`src/rtl/uart_bus_bridge.sv`:
```
// UART-to-bus debug initiator: decodes 'W'/'R' byte commands, performs one single-word
// bus access as a second master, and returns the response bytes through the UART sender.
module uart_bus_bridge #(
   parameter logic [31:0] TIMEOUT_CYCLES = 32'd5_000_000
) (
   input  logic        clk,
   input  logic        reset,
   input  logic        rx_status,
   input  logic [7:0]  rx_data,
   input  logic        tx_status,
   output logic        tx_en,
   output logic [7:0]  tx_data,
   output logic        bus_req,
   input  logic        bus_gnt,
   output logic        MemRead,
   output logic        MemWrite,
   output logic [31:0] Address,
   output logic [31:0] Write_data,
   input  logic [31:0] Read_data,
   output logic        busy
);

   localparam logic [7:0] OP_WRITE = 8'h57;
   localparam logic [7:0] OP_READ  = 8'h52;
   localparam logic [7:0] RSP_ACK  = 8'h4B;
   localparam logic [7:0] RSP_BAD  = 8'h3F;

   typedef enum logic [2:0] {
      S_IDLE      = 3'd0,
      S_ADDR      = 3'd1,
      S_DATA      = 3'd2,
      S_REQ       = 3'd3,
      S_ACCESS    = 3'd4,
      S_SEND_WAIT = 3'd5,
      S_SEND_HOLD = 3'd6
   } state_t;

   state_t      state_q, state_d;
   logic        rx_q, rx_d;
   logic        is_wr_q, is_wr_d;
   logic [1:0]  fld_cnt_q, fld_cnt_d;
   logic [2:0]  snd_cnt_q, snd_cnt_d;
   logic [31:0] addr_q, addr_d;
   logic [31:0] wdata_q, wdata_d;
   logic [31:0] resp_q, resp_d;
   logic [31:0] tmo_q, tmo_d;
   logic        tx_en_q, tx_en_d;
   logic [7:0]  tx_data_q, tx_data_d;
   logic        bus_req_q, bus_req_d;
   logic        mem_read_q, mem_read_d;
   logic        mem_write_q, mem_write_d;
   logic [31:0] address_q, address_d;
   logic [31:0] write_data_q, write_data_d;
   logic        busy_q, busy_d;

   logic        byte_acc;
   logic        tmo_hit;
   logic [31:0] tmo_inc;

   assign byte_acc = rx_status & ~rx_q;
   assign tmo_hit  = (tmo_q >= (TIMEOUT_CYCLES - 32'd1));
   assign tmo_inc  = (tmo_q == 32'hFFFF_FFFF) ? tmo_q : (tmo_q + 32'd1);

   // Next-state and next-output computation for the command/access/response sequencer
   always_comb begin
      state_d      = state_q;
      rx_d         = rx_status;
      is_wr_d      = is_wr_q;
      fld_cnt_d    = fld_cnt_q;
      snd_cnt_d    = snd_cnt_q;
      addr_d       = addr_q;
      wdata_d      = wdata_q;
      resp_d       = resp_q;
      tmo_d        = 32'd0;
      tx_en_d      = tx_en_q;
      tx_data_d    = tx_data_q;
      bus_req_d    = 1'b0;
      mem_read_d   = 1'b0;
      mem_write_d  = 1'b0;
      address_d    = 32'd0;
      write_data_d = 32'd0;

      case (state_q)
         S_IDLE: begin
            if (byte_acc) begin
               if ((rx_data == OP_WRITE) || (rx_data == OP_READ)) begin
                  is_wr_d   = (rx_data == OP_WRITE);
                  fld_cnt_d = 2'd0;
                  state_d   = S_ADDR;
               end else begin
                  resp_d    = {RSP_BAD, 24'd0};
                  snd_cnt_d = 3'd1;
                  state_d   = S_SEND_WAIT;
               end
            end else begin
               state_d = S_IDLE;
            end
         end

         S_ADDR: begin
            if (byte_acc) begin
               addr_d    = {addr_q[23:0], rx_data};
               fld_cnt_d = fld_cnt_q + 2'd1;
               if (fld_cnt_q != 2'd3) begin
                  state_d = S_ADDR;
               end else if (is_wr_q) begin
                  state_d = S_DATA;
               end else begin
                  state_d   = S_REQ;
                  bus_req_d = 1'b1;
               end
            end else if (tmo_hit) begin
               state_d   = S_IDLE;
               addr_d    = 32'd0;
               wdata_d   = 32'd0;
               fld_cnt_d = 2'd0;
               is_wr_d   = 1'b0;
            end else begin
               tmo_d = tmo_inc;
            end
         end

         S_DATA: begin
            if (byte_acc) begin
               wdata_d   = {wdata_q[23:0], rx_data};
               fld_cnt_d = fld_cnt_q + 2'd1;
               if (fld_cnt_q == 2'd3) begin
                  state_d   = S_REQ;
                  bus_req_d = 1'b1;
               end else begin
                  state_d = S_DATA;
               end
            end else if (tmo_hit) begin
               state_d   = S_IDLE;
               addr_d    = 32'd0;
               wdata_d   = 32'd0;
               fld_cnt_d = 2'd0;
               is_wr_d   = 1'b0;
            end else begin
               tmo_d = tmo_inc;
            end
         end

         // Strobes are registered here so they appear exactly during the ACCESS cycle
         S_REQ: begin
            bus_req_d = 1'b1;
            if (bus_gnt) begin
               state_d      = S_ACCESS;
               address_d    = addr_q;
               mem_write_d  = is_wr_q;
               mem_read_d   = ~is_wr_q;
               write_data_d = is_wr_q ? wdata_q : 32'd0;
            end else begin
               state_d = S_REQ;
            end
         end

         S_ACCESS: begin
            state_d = S_SEND_WAIT;
            addr_d  = 32'd0;
            wdata_d = 32'd0;
            if (is_wr_q) begin
               resp_d    = {RSP_ACK, 24'd0};
               snd_cnt_d = 3'd1;
            end else begin
               resp_d    = Read_data;
               snd_cnt_d = 3'd4;
            end
         end

         S_SEND_WAIT: begin
            if (tx_status) begin
               tx_en_d   = 1'b1;
               tx_data_d = resp_q[31:24];
               state_d   = S_SEND_HOLD;
            end else begin
               state_d = S_SEND_WAIT;
            end
         end

         // The sender acknowledges a byte by going busy; only then move to the next one
         S_SEND_HOLD: begin
            if (!tx_status) begin
               tx_en_d   = 1'b0;
               snd_cnt_d = snd_cnt_q - 3'd1;
               resp_d    = {resp_q[23:0], 8'd0};
               state_d   = (snd_cnt_q == 3'd1) ? S_IDLE : S_SEND_WAIT;
            end else begin
               state_d = S_SEND_HOLD;
            end
         end

         default: begin
            state_d = S_IDLE;
            tx_en_d = 1'b0;
         end
      endcase

      busy_d = (state_d != S_IDLE);
   end

   // State and output registers
   always_ff @(posedge clk or negedge reset) begin
      if (!reset) begin
         state_q      <= S_IDLE;
         rx_q         <= 1'b0;
         is_wr_q      <= 1'b0;
         fld_cnt_q    <= 2'd0;
         snd_cnt_q    <= 3'd0;
         addr_q       <= 32'd0;
         wdata_q      <= 32'd0;
         resp_q       <= 32'd0;
         tmo_q        <= 32'd0;
         tx_en_q      <= 1'b0;
         tx_data_q    <= 8'd0;
         bus_req_q    <= 1'b0;
         mem_read_q   <= 1'b0;
         mem_write_q  <= 1'b0;
         address_q    <= 32'd0;
         write_data_q <= 32'd0;
         busy_q       <= 1'b0;
      end else begin
         state_q      <= state_d;
         rx_q         <= rx_d;
         is_wr_q      <= is_wr_d;
         fld_cnt_q    <= fld_cnt_d;
         snd_cnt_q    <= snd_cnt_d;
         addr_q       <= addr_d;
         wdata_q      <= wdata_d;
         resp_q       <= resp_d;
         tmo_q        <= tmo_d;
         tx_en_q      <= tx_en_d;
         tx_data_q    <= tx_data_d;
         bus_req_q    <= bus_req_d;
         mem_read_q   <= mem_read_d;
         mem_write_q  <= mem_write_d;
         address_q    <= address_d;
         write_data_q <= write_data_d;
         busy_q       <= busy_d;
      end
   end

   assign tx_en      = tx_en_q;
   assign tx_data    = tx_data_q;
   assign bus_req    = bus_req_q;
   assign MemRead    = mem_read_q;
   assign MemWrite   = mem_write_q;
   assign Address    = address_q;
   assign Write_data = write_data_q;
   assign busy       = busy_q;

endmodule

```
`config.mk`:
```
export PLATFORM = sky130hd
export DESIGN_NAME = uart_bus_bridge
export DESIGN_NICKNAME = d
export VERILOG_FILES = /design/src/rtl/uart_bus_bridge.sv
export SDC_FILE = /design/constraint.sdc
export NUM_CORES = 1
export LEC_CHECK = 0
export CAP_MARGIN = 15
export CORE_UTILIZATION = 49
export CTS_CLUSTER_SIZE = 30
export DETAILED_ROUTE_END_ITERATION = 7
export GPL_TIMING_DRIVEN = 0
export PLACE_DENSITY = 0.82
export SETUP_SLACK_MARGIN = 0.1
export SLEW_MARGIN = 20
export SYNTH_ARGS = -nofsm -noshare
export SYNTH_HDL_FRONTEND = slang
export SYNTH_SLANG_ARGS = --single-unit
```
`constraint.sdc`:
```
create_clock -name clk -period 2 [get_ports clk]
set_input_delay 0.2 -clock clk [delete_from_list [all_inputs] [get_ports clk]]
set_output_delay 0.2 -clock clk [all_outputs]
set_load 0.01 [all_outputs]
```
==> flow_summary.ini, run 1 <==
[run_status]
status = finished with violations
violations = negative setup slack

[sta]
hold_violations = 0
fmax_mhz = 448
layout_min_cycle_time_ns = 2.23
setup_viol = 90
tightest_slew_ns = 0.559
fin_ws_ns = -0.232
finClkSkew_ns = 0.00692
rsz0062_at_grt = yes
slew_headroom_pct = 61.8
period_share_pct = 112
slew_viol_final = 0

[synthesis]
ys_top_cells_by_count = dfrtp_1, a22o_1, nand2_1, and2_1, o21ai_0
synthFlopType = dfrtp_1
async_flop_share_pct = 100
synth_most_common_cell = dfrtp_1
synth_cells = 712
synth_top_cell_by_area = dfrtp_1
synth_seq_cells = 215
yosysUniqueCellTypes = 60
yosysSeqAreaShare_pct = 63.1
yosysWarnings = 0
yosys-top-cells-area = dfrtp_1, a22o_1, and2_1, and3_1, o21ai_0
netlist_area_sq_um = 8520
synth_edf_count = 0
syn_area_per_cell_sq_um = 12.0
synth_top_area_share_pct = 63.1

[placed_design]
place_hpwl_um = 13100
dp_slack_ns = -0.609
numPortBuffers = 120
place_area_sq_um = 10100
place_congestion = 0.874

[cts]
cts_tree = done
clk_pin_slew_ns = 0.06
root_buffer = clkbuf_16
cts_buffers = 22
cts-htree-levels = 1
clkLatencyLatePin_ns = 0.50
clock_sinks = 215
cts_buffer_depth = 3

[floorplanning]
dieArea_sq_um = 17900
die_h_um = 134
initial_core_util_pct = 50.8
core-area_sq_um = 16800
rows = 47
die_w_um = 134
ios = 122

[global_route]
grt_max_degree = 97
use_met3_pct = 3.29
grtUsageMet2_pct = 39.1
overflow = 0
grt_antenna_before_repair = 0
first_global_vias = 6207
top_usage_layer = met2
grt_usage_pct = 22.6
grt_first_pass_wirelength_um = 32200
met1_usage_pct = 30.1

[power_and_ir_drop]
switching_power_w = 0.00412
p_int_w = 0.00912
p_leak_nw = 5.11
swShare_pct = 31.1
share_seq_of_total_power_pct = 39.7
combPwrFrac_pct = 28.3
ir_drop_uv = 880
p_clk_share_pct = 32.0
power_density_nw_per_um2 = 1170

[cells_and_area]
antenna_cells = 0
fillers = 1216
syn_to_final_growth_pct = 32.6
multi_input_area_sq_um = 3110
layout.nets = 937
regArea_sq_um = 5380
fin_area_sq_um = 11300
drive_gt1_share_pct = 15.5

[setup_path]
reg2reg_to = addr_q[23]
end_kind = flip-flop
start_kind = flip-flop
reg2reg_from = tmo_q[26]
r2r_slack_ns = -0.23
worst-r2r-cell-count = 8
crit_fanout = 5
crit_type = flip-flop to flip-flop
worstPathRequired_ns = 2.43
critPathArrivalTime_ns = 2.66
crit_path_start = tmo_q[26]

[routing]
route.detailed.drc = 0
routed_wl_um = 20300
drt_iter0_drc = 407
vias_per_cell = 5.65
ant_nets = 0
avgRoutedWirePerCell_um = 18.1
vias = 6341
firstDrtPassIters = 5

[flow_run]
drv_cap = 0

[hold_path]
hold_path.class = input port to async pin
==> worst max path at each step <==
stage / to / slack, ns / depth (start not counted)
after floorplan: tmo_q[6] / -0.03 / 7
after global placement: resp_q[6] / -7.80 / 1
after detailed placement: snd_cnt_q[0] / -0.61 / 7
after CTS: tmo_q[17] / -0.22 / 7
after global routing: tmo_q[5] / -0.32 / 8
final: addr_q[23] / -0.23 / 8
==> area by class of cell <==
class / count / share of cell area [%]
timing repair buffer: 144 / 12.7
inverter: 9 / 0.299
buffer: 49 / 2.71
tap: 220 / 2.44
sequential: 215 / 47.6
multi-input combinational: 447 / 27.5
clock buffer: 29 / 5.65
clock inverter: 9 / 1.09
==> layer usage <==
layer | routed length (um) | part of all wire, %
met5 | 0 | 0
met4 | 308 | 1.5
met3 | 1070 | 5.3
met2 | 10300 | 51
met1 | 8540 | 42
==> worst max-delay path: stages (launching register included) <==
cell,delay [ns]
dfrtp_1,0.38
or4_4,0.54
nor3_4,0.16
o2111ai_4,0.16
buf_4,0.19
o31ai_4,0.27
buf_4,0.18
buf_4,0.15
a22o_1,0.13
==> placed cells by master (no fill, tap or decap), types with 5 or more instances in the layout <==
master / instances
dfrtp_1: 214
clkdlybuf4s50_1: 119
a22o_1: 72
nand2_1: 46
and2_1: 41
o21ai_0: 38
and3_1: 37
clkbuf_16: 23
buf_4: 22
nor2_1: 21
clkbuf_1: 20
a22oi_1: 19
a21oi_1: 17
nand3_1: 12
inv_1: 9
clkbuf_2: 9
conb_1: 9
nand2b_1: 7
buf_6: 7
a211oi_2: 7
nor3_1: 6
nor2b_1: 6
a21oi_2: 6
mux2_2: 6
nand4_1: 5
or2_2: 5
buf_2: 5
a211oi_1: 5
o31ai_1: 5
or3_1: 5
a31oi_1: 5
clkbuf_8: 5
clkinv_2: 5
==> cells by family after synthesis <==
family                   after synthesis  share of synthesized area [%]
flip-flops                           215                           63.1
buffers and inverters                 58                           2.95
AND/OR/NAND/NOR                      221                           14.3
other                                  1                         0.0440
XOR/XNOR                               5                          0.514
AO/OA/AOI/OAI                        202                           17.7
adder cells (fa/ha/maj)                4                          0.587
multiplexers                           6                          0.793
==> sequential cells by signal, indices dropped and copies added, names as in the netlist <==
name        count
Address        32
Write_data     32
addr_q         32
resp_q         32
tmo_q          32
wdata_q        32
tx_data         8
snd_cnt_q       3
state_q         3
fld_cnt_q       2
MemRead         1
MemWrite        1
bus_req         1
busy            1
is_wr_q         1
rx_q            1
tx_en           1
==> power by group through the flow <==
stage	registers, W	logic, W	clock network, W
after global placement	0.00529	0.00295	0
after CTS	0.00524	0.00339	0.00430
after floorplan	0.00524	0.00196	0
after global routing	0.00530	0.00407	0.00449
after detailed placement	0.00531	0.00303	0
final	0.00525	0.00375	0.00424
==> stage by stage <==
stage	total power [W]	utilization (%)	hold slack, ns	TNS (ns)	std cells
finish	0.0132	67.4	0.148	-13.48	1122
global placement	0.00824	60.1	0.460	-1721.82	1060
floorplan	0.00720	-	-0.0956	-0.256	720
global route	0.0139	67.4	0.168	-22.11	1122
CTS	0.0129	66.4	0.156	-11.96	1111
detailed placement	0.00834	60.4	0.0695	-48.09	1062
==> timing repair <==
item | 4_1_cts | 5_1_grt
endpoints found under the setup margin | 174 | 135
hold buffers | 1 | 0
gates cloned | 1 | 1
pin swaps | 2 | 3
resized for setup | 44 | 35
setup buffers | 9 | 10
endpoints found under the hold margin | 119 | 0
(Power assumes the default switching activity.)
==> inputs of run 2 (changes only) <==
--- a/config.mk
+++ b/config.mk
@@ -6,11 +6,12 @@
 export NUM_CORES = 1
 export LEC_CHECK = 0
 export CAP_MARGIN = 15
-export CORE_UTILIZATION = 49
+export CORE_UTILIZATION = 50
 export CTS_CLUSTER_SIZE = 30
 export DETAILED_ROUTE_END_ITERATION = 7
+export DONT_BUFFER_PORTS = 1
 export GPL_TIMING_DRIVEN = 0
-export PLACE_DENSITY = 0.82
+export PLACE_DENSITY = 0.71
 export SETUP_SLACK_MARGIN = 0.1
 export SLEW_MARGIN = 20
 export SYNTH_ARGS = -nofsm -noshare
==> constraint.sdc (replaced) <==
create_clock -name clk -period 2.6 [get_ports clk]
set_input_delay 0.26 -clock clk [delete_from_list [all_inputs] [get_ports clk]]
set_output_delay 0.26 -clock clk [all_outputs]
set_load 0.01 [all_outputs]
==> flow_summary.ini, run 2 (same netlist as run 1, synthesis figures left out) <==
[routing]
vias_per_cell = 5.88
vias = 5979
avgRoutedWirePerCell_um = 19.3
ant_nets = 0
route.detailed.drc = 0
drt_iter0_drc = 534
routed_wl_um = 19600
firstDrtPassIters = 5

[cells_and_area]
fillers = 1319
mostFrequentLayoutCell = dfrtp_1
final_cell_mix = dfrtp_1, a22o_1, nand2_1
layout.nets = 830
antenna_cells = 0
drive_gt1_share_pct = 9.42
syn_to_final_growth_pct = 17.0

[setup_path]
path_cells = or4_4 -> nor3_2 -> o2111ai_4 -> or3b_1 -> buf_6 -> buf_6 -> a211oi_2
worstPathRequired_ns = 3.00
crit_family = simple AND/OR/NAND/NOR gates
critPathSlowestCell = or4_4
crit_fanout = 10
worst-r2r-cell-count = 7
cp.depth = 7
cp_slowest_stage_delay_ns = 0.53
crit_type = flip-flop to flip-flop
end_kind = flip-flop
path_buf_inv = 2
start_kind = flip-flop
path_common_cell = buf_6
critPathArrivalTime_ns = 2.75

[cts]
clk_pin_slew_ns = 0.07
root_buffer = clkbuf_16
hold_buffers = 38
cts_buffer_depth = 3
cts-htree-levels = 1
cts_tree = done
clkLatencyLatePin_ns = 0.50
cts_buffers = 21
clock_sinks = 215

[power_and_ir_drop]
power_density_nw_per_um2 = 936
swShare_pct = 31.6
share_seq_of_total_power_pct = 43.8
p_clk_share_pct = 33.6
switching_power_w = 0.00295
combPwrFrac_pct = 22.6
p_leak_nw = 4.57
p_int_w = 0.00638
ir_drop_uv = 597
finalPower_w = 0.00933

[global_route]
grt_max_degree = 216
grt_antenna_before_repair = 0
overflow = 0
grt_first_pass_wirelength_um = 32200
grt_usage_pct = 23.1
first_global_vias = 6162

[sta]
finClkSkew_ns = 0.0152
slew_headroom_pct = 37.0
slew_viol_final = 0
period_share_pct = 90.4
hold_violations = 215
setup_viol = 0
layout_min_cycle_time_ns = 2.35
fmax_mhz = 425
hold_ws_ns = -0.542
rsz0062_at_grt = no
tns_ns = 0
tightest_slew_ns = 0.937

[floorplanning]
die_h_um = 133
dieArea_sq_um = 17600
core-area_sq_um = 16600
ios = 122
rows = 47
initial_core_util_pct = 51.4
die_w_um = 133

[placed_design]
numPortBuffers = 0
place_hpwl_um = 12700
place_congestion = 0.847

[run_status]
status = finished with violations
violations = negative hold slack

[flow_run]
drv_cap = 0

[hold_path]
hold_path.class = input port to async pin
==> run 2: path summary, 6_finish.rpt <==
check	startpoint	endpoint	slack [ns]
setup / recovery	tmo_q[26]	tmo_q[11]	0.25
hold / removal	reset	Address[20]	-0.54
setup reg to reg	tmo_q[26]	tmo_q[11]	0.25
hold reg to reg	resp_q[26]	resp_q[26]	0.48
max in group asynchronous	reset	resp_q[8]	2.87
min in group clk	Read_data[18]	resp_q[18]	0.03
==> run 2: final cells by class <==
| cell class | instances | area [sq um] | share of cell area, % |
|---|---|---|---|
| Sequential cell | 215 | 5380 | 54.0 |
| Buffer | 49 | 219 | 2.20 |
| Tap cell | 220 | 275 | 2.76 |
| Timing Repair Buffer | 38 | 380 | 3.82 |
| Clock buffer | 29 | 586 | 5.87 |
| Multi-Input combinational cell | 447 | 2960 | 29.7 |
| Inverter | 9 | 33.8 | 0.339 |
| Clock inverter | 9 | 131 | 1.32 |
==> run 2: per-layer routing <==
layer	part of all wire [%]	up-vias	routed length (um)	GRT usage (%)
li1	-	2715	-	-
met1	42	3029	8210	29.8
met2	50	209	9770	39.9
met3	6.2	26	1220	4.21
met4	1.9	0	366	6.51
met5	0	-	0	0
==> run 2: timing repair <==
| item | 4_1_cts | 5_1_grt |
|---|---|---|
| setup endpoints to repair | 0 | 78 |
| resized for setup | 0 | 9 |
| hold endpoints to repair | 262 | 215 |
| buffers inserted | 0 | 0 |
==> run 2: per-stage QoR <==
step | setup WS (ns) | std cells | instance area [sq um] | util, % | hold slack (ns)
floorplan | 0.537 | 720 | 8550 | - | -0.0356
global placement | 0.131 | 940 | 8830 | 53.2 | -0.0301
detailed placement | 0.127 | 940 | 8830 | 53.2 | -0.0309
CTS | 0.113 | 1016 | 9920 | 59.8 | -0.559
global route | 0.101 | 1016 | 9970 | 60.1 | -0.565
finish | 0.249 | 1016 | 9970 | 60.1 | -0.542
==> run 2: power groups by stage <==
| stage | Clock (W) | Combinational (W) | Sequential (W) |
|---|---|---|---|
| 4_1_cts | 0.00320 | 0.00205 | 0.00408 |
| 2_1_floorplan | 0 | 0.00148 | 0.00403 |
| 6_report | 0.00313 | 0.00211 | 0.00408 |
| 3_3_place_gp | 0 | 0.00193 | 0.00411 |
| 3_5_place_dp | 0 | 0.00198 | 0.00414 |
| 5_1_grt | 0.00335 | 0.00235 | 0.00413 |
